--- src/rtl/fetch_unit_pkg.sv ---
// Shared types and constants for the instruction fetch stage.
//
// Contents:
//   riscv_inst32_t : raw 32-bit RISC-V instruction word
//   fetch_entry_t  : {pc, inst} pair held in the instruction queue
//   RISCV_NOP      : canonical NOP encoding (addi x0, x0, 0)
//   PC_STEP        : sequential fetch increment in bytes
package fetch_unit_pkg;

    typedef logic [31:0] riscv_inst32_t;

    typedef struct packed {
        logic [31:0]   pc;
        riscv_inst32_t inst;
    } fetch_entry_t;

    localparam logic [31:0] RISCV_NOP = 32'h0000_0013;
    localparam int unsigned PC_STEP   = 4;

endpackage

--- src/rtl/fetch_unit_fifo.sv ---
// fetch_fifo: small synchronous FIFO used twice by the fetch unit, once as
// the instruction queue and once as the per-request PC FIFO.
//
// Parameters:
//   DEPTH : number of entries (>= 2)
//   T     : entry type, fetch_entry_t by default
//
// Ports:
//   clk, rst : clock, synchronous active-high reset (clears storage too)
//   push     : write din at the tail; ignored when full unless popping
//   pop      : drop the head entry; ignored when empty
//   flush    : empty the FIFO; wins over push and pop in the same cycle
//   din      : entry to write
//   dout     : head entry, read combinationally from registered storage
//   empty    : no entries held
//   full     : DEPTH entries held
//   count    : number of entries held
module fetch_fifo
    import fetch_unit_pkg::*;
#(
    parameter int unsigned DEPTH = 4,
    parameter type         T     = fetch_entry_t
) (
    input  logic                       clk,
    input  logic                       rst,
    input  logic                       push,
    input  logic                       pop,
    input  logic                       flush,
    input  T                           din,
    output T                           dout,
    output logic                       empty,
    output logic                       full,
    output logic [$clog2(DEPTH+1)-1:0] count
);

    localparam int unsigned PW = $clog2(DEPTH);
    localparam int unsigned CW = $clog2(DEPTH + 1);

    T              mem_q [DEPTH];
    logic [PW-1:0] rd_ptr_q;
    logic [PW-1:0] wr_ptr_q;
    logic [CW-1:0] count_q;
    logic          do_push;
    logic          do_pop;

    // Explicit wrap keeps the pointers correct for non power-of-2 depths.
    function automatic logic [PW-1:0] next_ptr(input logic [PW-1:0] p);
        return (p == PW'(DEPTH - 1)) ? '0 : p + 1'b1;
    endfunction

    assign empty   = (count_q == '0);
    assign full    = (count_q == CW'(DEPTH));
    assign count   = count_q;
    assign dout    = mem_q[rd_ptr_q];
    assign do_pop  = pop && !empty;
    // A push into a full FIFO is legal only when the head leaves the same cycle.
    assign do_push = push && (!full || do_pop);

    always_ff @(posedge clk) begin
        if (rst) begin
            rd_ptr_q <= '0;
            wr_ptr_q <= '0;
            count_q  <= '0;
            for (int i = 0; i < int'(DEPTH); i++) begin
                mem_q[i] <= '0;
            end
        end else if (flush) begin
            rd_ptr_q <= '0;
            wr_ptr_q <= '0;
            count_q  <= '0;
        end else begin
            if (do_push) begin
                mem_q[wr_ptr_q] <= din;
                wr_ptr_q        <= next_ptr(wr_ptr_q);
            end
            if (do_pop) begin
                rd_ptr_q <= next_ptr(rd_ptr_q);
            end
            case ({do_push, do_pop})
                2'b10:   count_q <= count_q + 1'b1;
                2'b01:   count_q <= count_q - 1'b1;
                default: count_q <= count_q;
            endcase
        end
    end

endmodule

--- src/rtl/fetch_unit.sv ---
// fetch_unit: instruction fetch stage feeding the single-cycle datapath.
//
// Fetches sequential word-aligned PCs over a req/gnt/rvalid memory port,
// queues returned instructions in order and hands {inst, pc} to the datapath.
// A redirect flushes the queue, marks every in-flight response for discard
// and restarts fetch at the target.
//
// Optional build macro: FETCH_PERF_CNT_EN adds the perf_fetch_stall and
// perf_flush_drop saturating counters and their ports.
//
// Ports:
//   clk, rst        : clock, synchronous active-high reset
//   redirect_valid  : flush and restart at redirect_pc (bits [1:0] ignored)
//   redirect_pc     : redirect target
//   imem_req        : request valid, address in imem_addr
//   imem_addr       : word-aligned request address
//   imem_gnt        : request accepted this cycle
//   imem_rvalid     : in-order response valid, data in imem_rdata
//   imem_rdata      : response instruction
//   inst_valid      : queue head valid
//   inst_ready      : datapath consumes the head
//   inst, inst_pc   : head instruction and its PC
//   perf_fetch_stall: (macro only) cycles with inst_ready && !inst_valid
//   perf_flush_drop : (macro only) queue entries flushed + responses dropped
//
// Handshakes: imem_req/imem_gnt and inst_valid/inst_ready both transfer on the
// cycle where both are high. Once imem_req rises it stays high with a stable
// imem_addr until granted; only a redirect may withdraw it.
module fetch_unit
    import fetch_unit_pkg::*;
#(
    parameter int unsigned    AW              = 32,
    parameter int unsigned    DW              = 32,
    parameter int unsigned    DEPTH           = 4,
    parameter int unsigned    MAX_OUTSTANDING = 2,
    parameter logic [AW-1:0]  RESET_PC        = '0
) (
    input  logic          clk,
    input  logic          rst,
    input  logic          redirect_valid,
    input  logic [AW-1:0] redirect_pc,
    output logic          imem_req,
    output logic [AW-1:0] imem_addr,
    input  logic          imem_gnt,
    input  logic          imem_rvalid,
    input  logic [DW-1:0] imem_rdata,
    output logic          inst_valid,
    input  logic          inst_ready,
    output logic [DW-1:0] inst,
    output logic [AW-1:0] inst_pc
`ifdef FETCH_PERF_CNT_EN
    ,
    output logic [31:0]   perf_fetch_stall,
    output logic [31:0]   perf_flush_drop
`endif
);

    localparam int unsigned QCW = $clog2(DEPTH + 1);
    localparam int unsigned OCW = $clog2(MAX_OUTSTANDING + 1);

    logic [AW-1:0]  fetch_pc_q, fetch_pc_d;
    logic [OCW-1:0] drop_q, drop_d;
    logic           req_fire;
    logic           credit_ok;

    fetch_entry_t   q_din, q_dout;
    logic           q_push, q_pop, q_empty, q_full;
    logic [QCW-1:0] q_count;

    logic [AW-1:0]  pcq_dout;
    logic           pcq_push, pcq_pop, pcq_empty, pcq_full;
    logic [OCW-1:0] outstanding;

    // Instruction queue.
    fetch_fifo #(
        .DEPTH (DEPTH),
        .T     (fetch_entry_t)
    ) u_inst_q (
        .clk   (clk),
        .rst   (rst),
        .push  (q_push),
        .pop   (q_pop),
        .flush (redirect_valid),
        .din   (q_din),
        .dout  (q_dout),
        .empty (q_empty),
        .full  (q_full),
        .count (q_count)
    );

    // PC of every granted request, popped by its response. It is never
    // flushed: dropped responses still retire their PC entry, so its
    // occupancy is exactly the outstanding request count.
    fetch_fifo #(
        .DEPTH (MAX_OUTSTANDING),
        .T     (logic [AW-1:0])
    ) u_pc_q (
        .clk   (clk),
        .rst   (rst),
        .push  (pcq_push),
        .pop   (pcq_pop),
        .flush (1'b0),
        .din   (fetch_pc_q),
        .dout  (pcq_dout),
        .empty (pcq_empty),
        .full  (pcq_full),
        .count (outstanding)
    );

    // Queued plus in-flight instructions must fit the queue, so no response
    // can ever find it full. Neither term can grow without a grant, which
    // keeps a raised request stable until it is accepted.
    assign credit_ok = ((32'(q_count) + 32'(outstanding)) < 32'(DEPTH)) &&
                       !q_full && !pcq_full;
    assign imem_req  = !rst && !redirect_valid && credit_ok;
    assign imem_addr = fetch_pc_q;
    assign req_fire  = imem_req && imem_gnt;

    assign pcq_push  = req_fire;
    assign pcq_pop   = imem_rvalid && !pcq_empty;

    assign q_din     = '{pc: 32'(pcq_dout), inst: riscv_inst32_t'(imem_rdata)};
    assign q_push    = imem_rvalid && (drop_q == '0) && !redirect_valid;
    assign q_pop     = inst_ready && !q_empty && !redirect_valid;

    assign inst_valid = !q_empty;
    assign inst       = DW'(q_dout.inst);
    assign inst_pc    = AW'(q_dout.pc);

    always_comb begin
        fetch_pc_d = fetch_pc_q;
        if (redirect_valid) begin
            fetch_pc_d = redirect_pc & ~AW'(3);
        end else if (req_fire) begin
            fetch_pc_d = fetch_pc_q + AW'(PC_STEP);
        end
    end

    // On redirect every request still in flight after this cycle belongs to
    // the old stream; the response (if any) arriving now is dropped directly.
    always_comb begin
        drop_d = drop_q;
        if (redirect_valid) begin
            drop_d = OCW'(32'(outstanding) + 32'(req_fire) - 32'(imem_rvalid));
        end else if (imem_rvalid && (drop_q != '0)) begin
            drop_d = drop_q - 1'b1;
        end
    end

    always_ff @(posedge clk) begin
        if (rst) begin
            fetch_pc_q <= RESET_PC;
            drop_q     <= '0;
        end else begin
            fetch_pc_q <= fetch_pc_d;
            drop_q     <= drop_d;
        end
    end

`ifdef FETCH_PERF_CNT_EN
    logic [31:0] stall_cnt_q;
    logic [31:0] flush_cnt_q;
    logic [31:0] flush_inc;
    logic [32:0] flush_sum;

    always_comb begin
        flush_inc = '0;
        if (redirect_valid) begin
            flush_inc = 32'(q_count) + 32'(imem_rvalid);
        end else if (imem_rvalid && (drop_q != '0)) begin
            flush_inc = 32'd1;
        end
        flush_sum = {1'b0, flush_cnt_q} + {1'b0, flush_inc};
    end

    always_ff @(posedge clk) begin
        if (rst) begin
            stall_cnt_q <= '0;
            flush_cnt_q <= '0;
        end else begin
            if (inst_ready && q_empty && (stall_cnt_q != '1)) begin
                stall_cnt_q <= stall_cnt_q + 32'd1;
            end
            flush_cnt_q <= flush_sum[32] ? '1 : flush_sum[31:0];
        end
    end

    assign perf_fetch_stall = stall_cnt_q;
    assign perf_flush_drop  = flush_cnt_q;
`endif

endmodule

--- config.mk ---
export PLATFORM = sky130hd
export DESIGN_NAME = fetch_unit
export DESIGN_NICKNAME = d
export VERILOG_FILES = /design/src/rtl/fetch_unit_pkg.sv /design/src/rtl/fetch_unit_fifo.sv /design/src/rtl/fetch_unit.sv
export SDC_FILE = /design/constraint.sdc
export NUM_CORES = 1
export LEC_CHECK = 0
export ABC_AREA = 1
export BUFFER_PORTS_ARGS = -buffer_cell sky130_fd_sc_hd__buf_2
export CORE_AREA = 2 2 200 202
export DETAILED_ROUTE_END_ITERATION = 7
export DIE_AREA = 0 0 202 204
export SLEW_MARGIN = 30
export SYNTH_ARGS = -nofsm -noshare
export SYNTH_HDL_FRONTEND = slang
export SYNTH_HIERARCHICAL = 1
export SYNTH_SLANG_ARGS = --single-unit
--- constraint.sdc ---
create_clock -name clk -period 10 [get_ports clk]
set_clock_uncertainty 0.1 [all_clocks]
set_input_delay 1 -clock clk [delete_from_list [all_inputs] [get_ports clk]]
set_output_delay 1 -clock clk [all_outputs]
set_load 0.01 [all_outputs]
==> metrics list <==
- Required time at the endpoint of the critical path: 8900 ps
- Detailed placer's ending HPWL: 24,200 um
- CP max FO: 88
- Headroom to the max-slew limit came out at 38.1%.
* Count of distinct cell types in the synthesized netlist: 43
- The clock reaches the later pin of the worst-skew pair after 560 ps.
- Finished Layout Cells: 2,392
- In this design, the largest share of critical-path delay is due to buffers and inverters.
- DIE HEIGHT: 204 um
- Antenna violations before repair: 0
- Number of DRC markers after the initial detailed-route iteration: 792
- Die area: 0.0412 mm^2
- Total number of H-tree levels: 2
- Combinational cells account for 6.0% of the total power.
- Global routing finished with a remaining overflow of 0.
- The library cell used most frequently in the layout, excluding fill and tap cells, is sky130_fd_sc_hd__nor2_1.
- The pre-antenna-repair detailed-routing pass consisted of 5 iterations.
- Summed over its instances, the top area cell type makes up 55.1% of the synthesized netlist area.
- For this run, the post-layout net count is 1,913.
- After detailed routing, the number of remaining DRC violations is 0.
* Growth of design area from synthesis to finish: 13.5%
- Vias post-DR: 12,300
- Fill cells in the final layout number 3,589.
* CTS tree: done
* Overall power consumption: 3.39 mW
- Final sum of negative setup slack: 0 ps
- The count of nets left with antenna violations once routing finished came out at 0.
- Slowest stage cell on the critical path: sky130_fd_sc_hd__dfxtp_4
- Setup repair after global routing missed its margin: false
* Clock group share of total power: 42.3%
- The clock passes through at most 3 buffers.
* Total I/O pin count: 168
- Global routing consumed, over all layers together, 20.8% of the routing resources.
- Antenna Cells: 0
- For this design the static power due to leakage is 7.81 nW.
- Routed WL: 42,500 um
* Peak per-stage delay on the critical path: 750 ps
- Number of instances resized during post-cts repair: 0
- Maximum number of pins on one net before global-route repair: 89
* Slew at the pin closest to its max-slew limit: 929 ps
* Total setup buffers inserted after CTS: 0
* Count of endpoints failing setup in the final report: 0
- Sw Pwr: 0.783 mW
- Outcome: finished, final reports clean
- The largest total area in the synthesized netlist belongs to sky130_fd_sc_hd__edfxtp_1.
* Syn avg cell area: 10.2 um^2
* Max Transition Viols Final: 0
- Share of cells above drive strength 1: 24.8%
- Cell Int Power: 2.61 mW
- Post-route cell area: 0.0198 mm^2
* Sequential share of the synthesized area: 60.4%
- Detailed-route vias per instance: 5.15
- STA classifies the critical path endpoint as an output port.
* Core region area: 0.0392 mm^2
* Flop and latch count out of synthesis: 366
- The first global-routing pass estimated 67,000 um of wire.
- The worst setup path is launched from a flop.
- Count of clock tree sinks: 366
- Synthesis handed over a netlist of 1,708 instances.
* Max-capacitance violation count: 0
- At the end of routability-driven placement, the weighted congestion stood at 0.901.
- Inserted Clock Buffers: 41
- Once placement finished, the instance area stood at 0.0185 mm^2.
- The signal on the critical path passes through clkinv_2 -> buf_4 -> o21ai_0 -> o22ai_1 -> buf_2.
* Worst Hold Margin: 384 ps
- Number of I/O port buffers: 163
- Overall die width: 202 um
- The number of buffers and inverters on the critical path is 3.
- The critical path is of the flop to output port type.
- Switching share of power: 23.1%
* Pwr dens: 172 mW/mm^2
- FP Rows: 73
- Wire length per cell: 17.8 um
- Cell chosen for the clock root: sky130_fd_sc_hd__clkbuf_16
- The number of global-route vias before repair was 12,200.
* Cell count after placement: 2,317
- Share of the clock period used by the worst path after layout: 43.7%
- The mapped netlist covers 0.0174 mm^2.
* Final number of hold-violating endpoints: 0
* Cell types with the largest area share after synthesis: sky130_fd_sc_hd__edfxtp_1, sky130_fd_sc_hd__nor2_1, sky130_fd_sc_hd__dfxtp_1, sky130_fd_sc_hd__o21ai_0, sky130_fd_sc_hd__nor2_2
- VDD IR-drop max: 0.107 mV
* Crit path arrival time: 3270 ps
- Clock-pin slew was measured on the worst setup and hold paths at 60 ps.
- Portion of total power attributed to sequential cells: 51.7%
- Top library cells by usage in the layout, fill and taps aside: sky130_fd_sc_hd__nor2_1, sky130_fd_sc_hd__edfxtp_1, sky130_fd_sc_hd__nand2_1
- Synthesis Warnings: 6
* Max Clk Rate: 229 MHz
* Final critical delay including setup and external delays: 4370 ps
- Buffers inserted to repair hold after CTS numbered 0.
* Hold/Removal Path Class: flop to flop
- The initial utilization of the core area, before any placement, comes to 44.5%.
worst reg2reg max path, stage by stage (launching register included):
cell	delay, ps
sky130_fd_sc_hd__dfxtp_1	500
sky130_fd_sc_hd__ha_1	300
sky130_fd_sc_hd__nand3_1	60
sky130_fd_sc_hd__nand2_1	100
sky130_fd_sc_hd__nor2_4	160
sky130_fd_sc_hd__nand2_4	140
sky130_fd_sc_hd__clkinv_2	370
sky130_fd_sc_hd__nand2_2	120
sky130_fd_sc_hd__inv_2	110
sky130_fd_sc_hd__nand3_4	370
sky130_fd_sc_hd__nand2_1	580
sky130_fd_sc_hd__buf_4	400
cell families (layout without fill, tap and decap cells):
family / count (synthesis) / after routing / share of synthesized area [%]
AO/OA/AOI/OAI: 255 / 255 / 7.96
XOR/XNOR: 11 / 11 / 0.553
adder cells (fa/ha/maj): 8 / 8 / 0.617
buffers and inverters: 265 / 420 / 7.17
flip-flops: 366 / 366 / 60.4
multiplexers: 32 / 32 / 2.07
other: 1 / 5 / 0.0215
AND/OR/NAND/NOR: 770 / 770 / 21.2
cell usage after synthesis, drive strengths merged:
master and count:
a211oi 1, a21oi 29, a31oi 6, buf 56, clkbuf 42, clkinv 1, conb 1, dfxtp 46
edfxtp 320, fa 1, ha 7, inv 166, mux2 32, nand2 183, nand3 34, nand3b 5
nand4 7, nor2 474, nor3 67, o211a 1, o211ai 3, o21ai 150, o221ai 1, o22ai 64
xnor2 2, xor2 9
final timing paths:
check             depth (start not counted)             from                 end  slack (ps)
setup / recovery                          5             flop         inst_pc[30]        5630
hold reg to reg                           2        drop_q[0]           drop_q[0]         380
hold / removal                            2        drop_q[0]           drop_q[0]         380
setup reg to reg                         11  u_pc_q/count[1]  u_pc_q/mem_q[1][1]        6340
registers in the layout (all words and copies together), names as in the netlist, named ones only:
signal,cells
u_pc_q/wr_ptr_q,1
u_inst_q/rd_ptr_q,2
u_pc_q/mem_q,64
imem_addr,30
u_pc_q/count,2
drop_q,2
u_inst_q/mem_q,256
u_pc_q/rd_ptr_q,1
u_inst_q/wr_ptr_q,2
u_inst_q/count,3
metal layers:
layer  GRT usage, %  up-vias  part of all wire, %
li1               -     6005                    -
met1           28.1     5893                   44
met2           34.6      360                   48
met3           3.33       60                  5.6
met4           6.72        0                  2.2
met5              0        -                    0
power groups by stage:
stage | Clock, mW | Sequential (mW) | Combinational, mW
finish | 1.44 | 1.75 | 0.203
global route | 1.54 | 1.76 | 0.226
CTS | 1.47 | 1.75 | 0.206
detailed placement | 0 | 1.79 | 0.205
global placement | 0 | 1.78 | 0.202
floorplan | 0 | 1.78 | 0.124
through the flow:
step	utilization, %	setup slack [ps]
2_1_floorplan	-	2610
3_3_place_gp	47.1	5430
3_5_place_dp	47.2	5460
4_1_cts	50.5	5540
5_1_grt	50.5	5320
6_report	50.5	5630
layout make-up:
class                           count  area [um^2]  area share (%)
Tap cell                          525          657            3.32
Inverter                          167          637            3.22
Multi-Input combinational cell   1081         5730            29.0
Clock buffer                       49         1090            5.49
Sequential cell                   366        10500            53.3
Clock inverter                     26          196           0.993
Timing Repair Buffer              178          936            4.73
No activity file was read; power rests on OpenSTA's default activity.
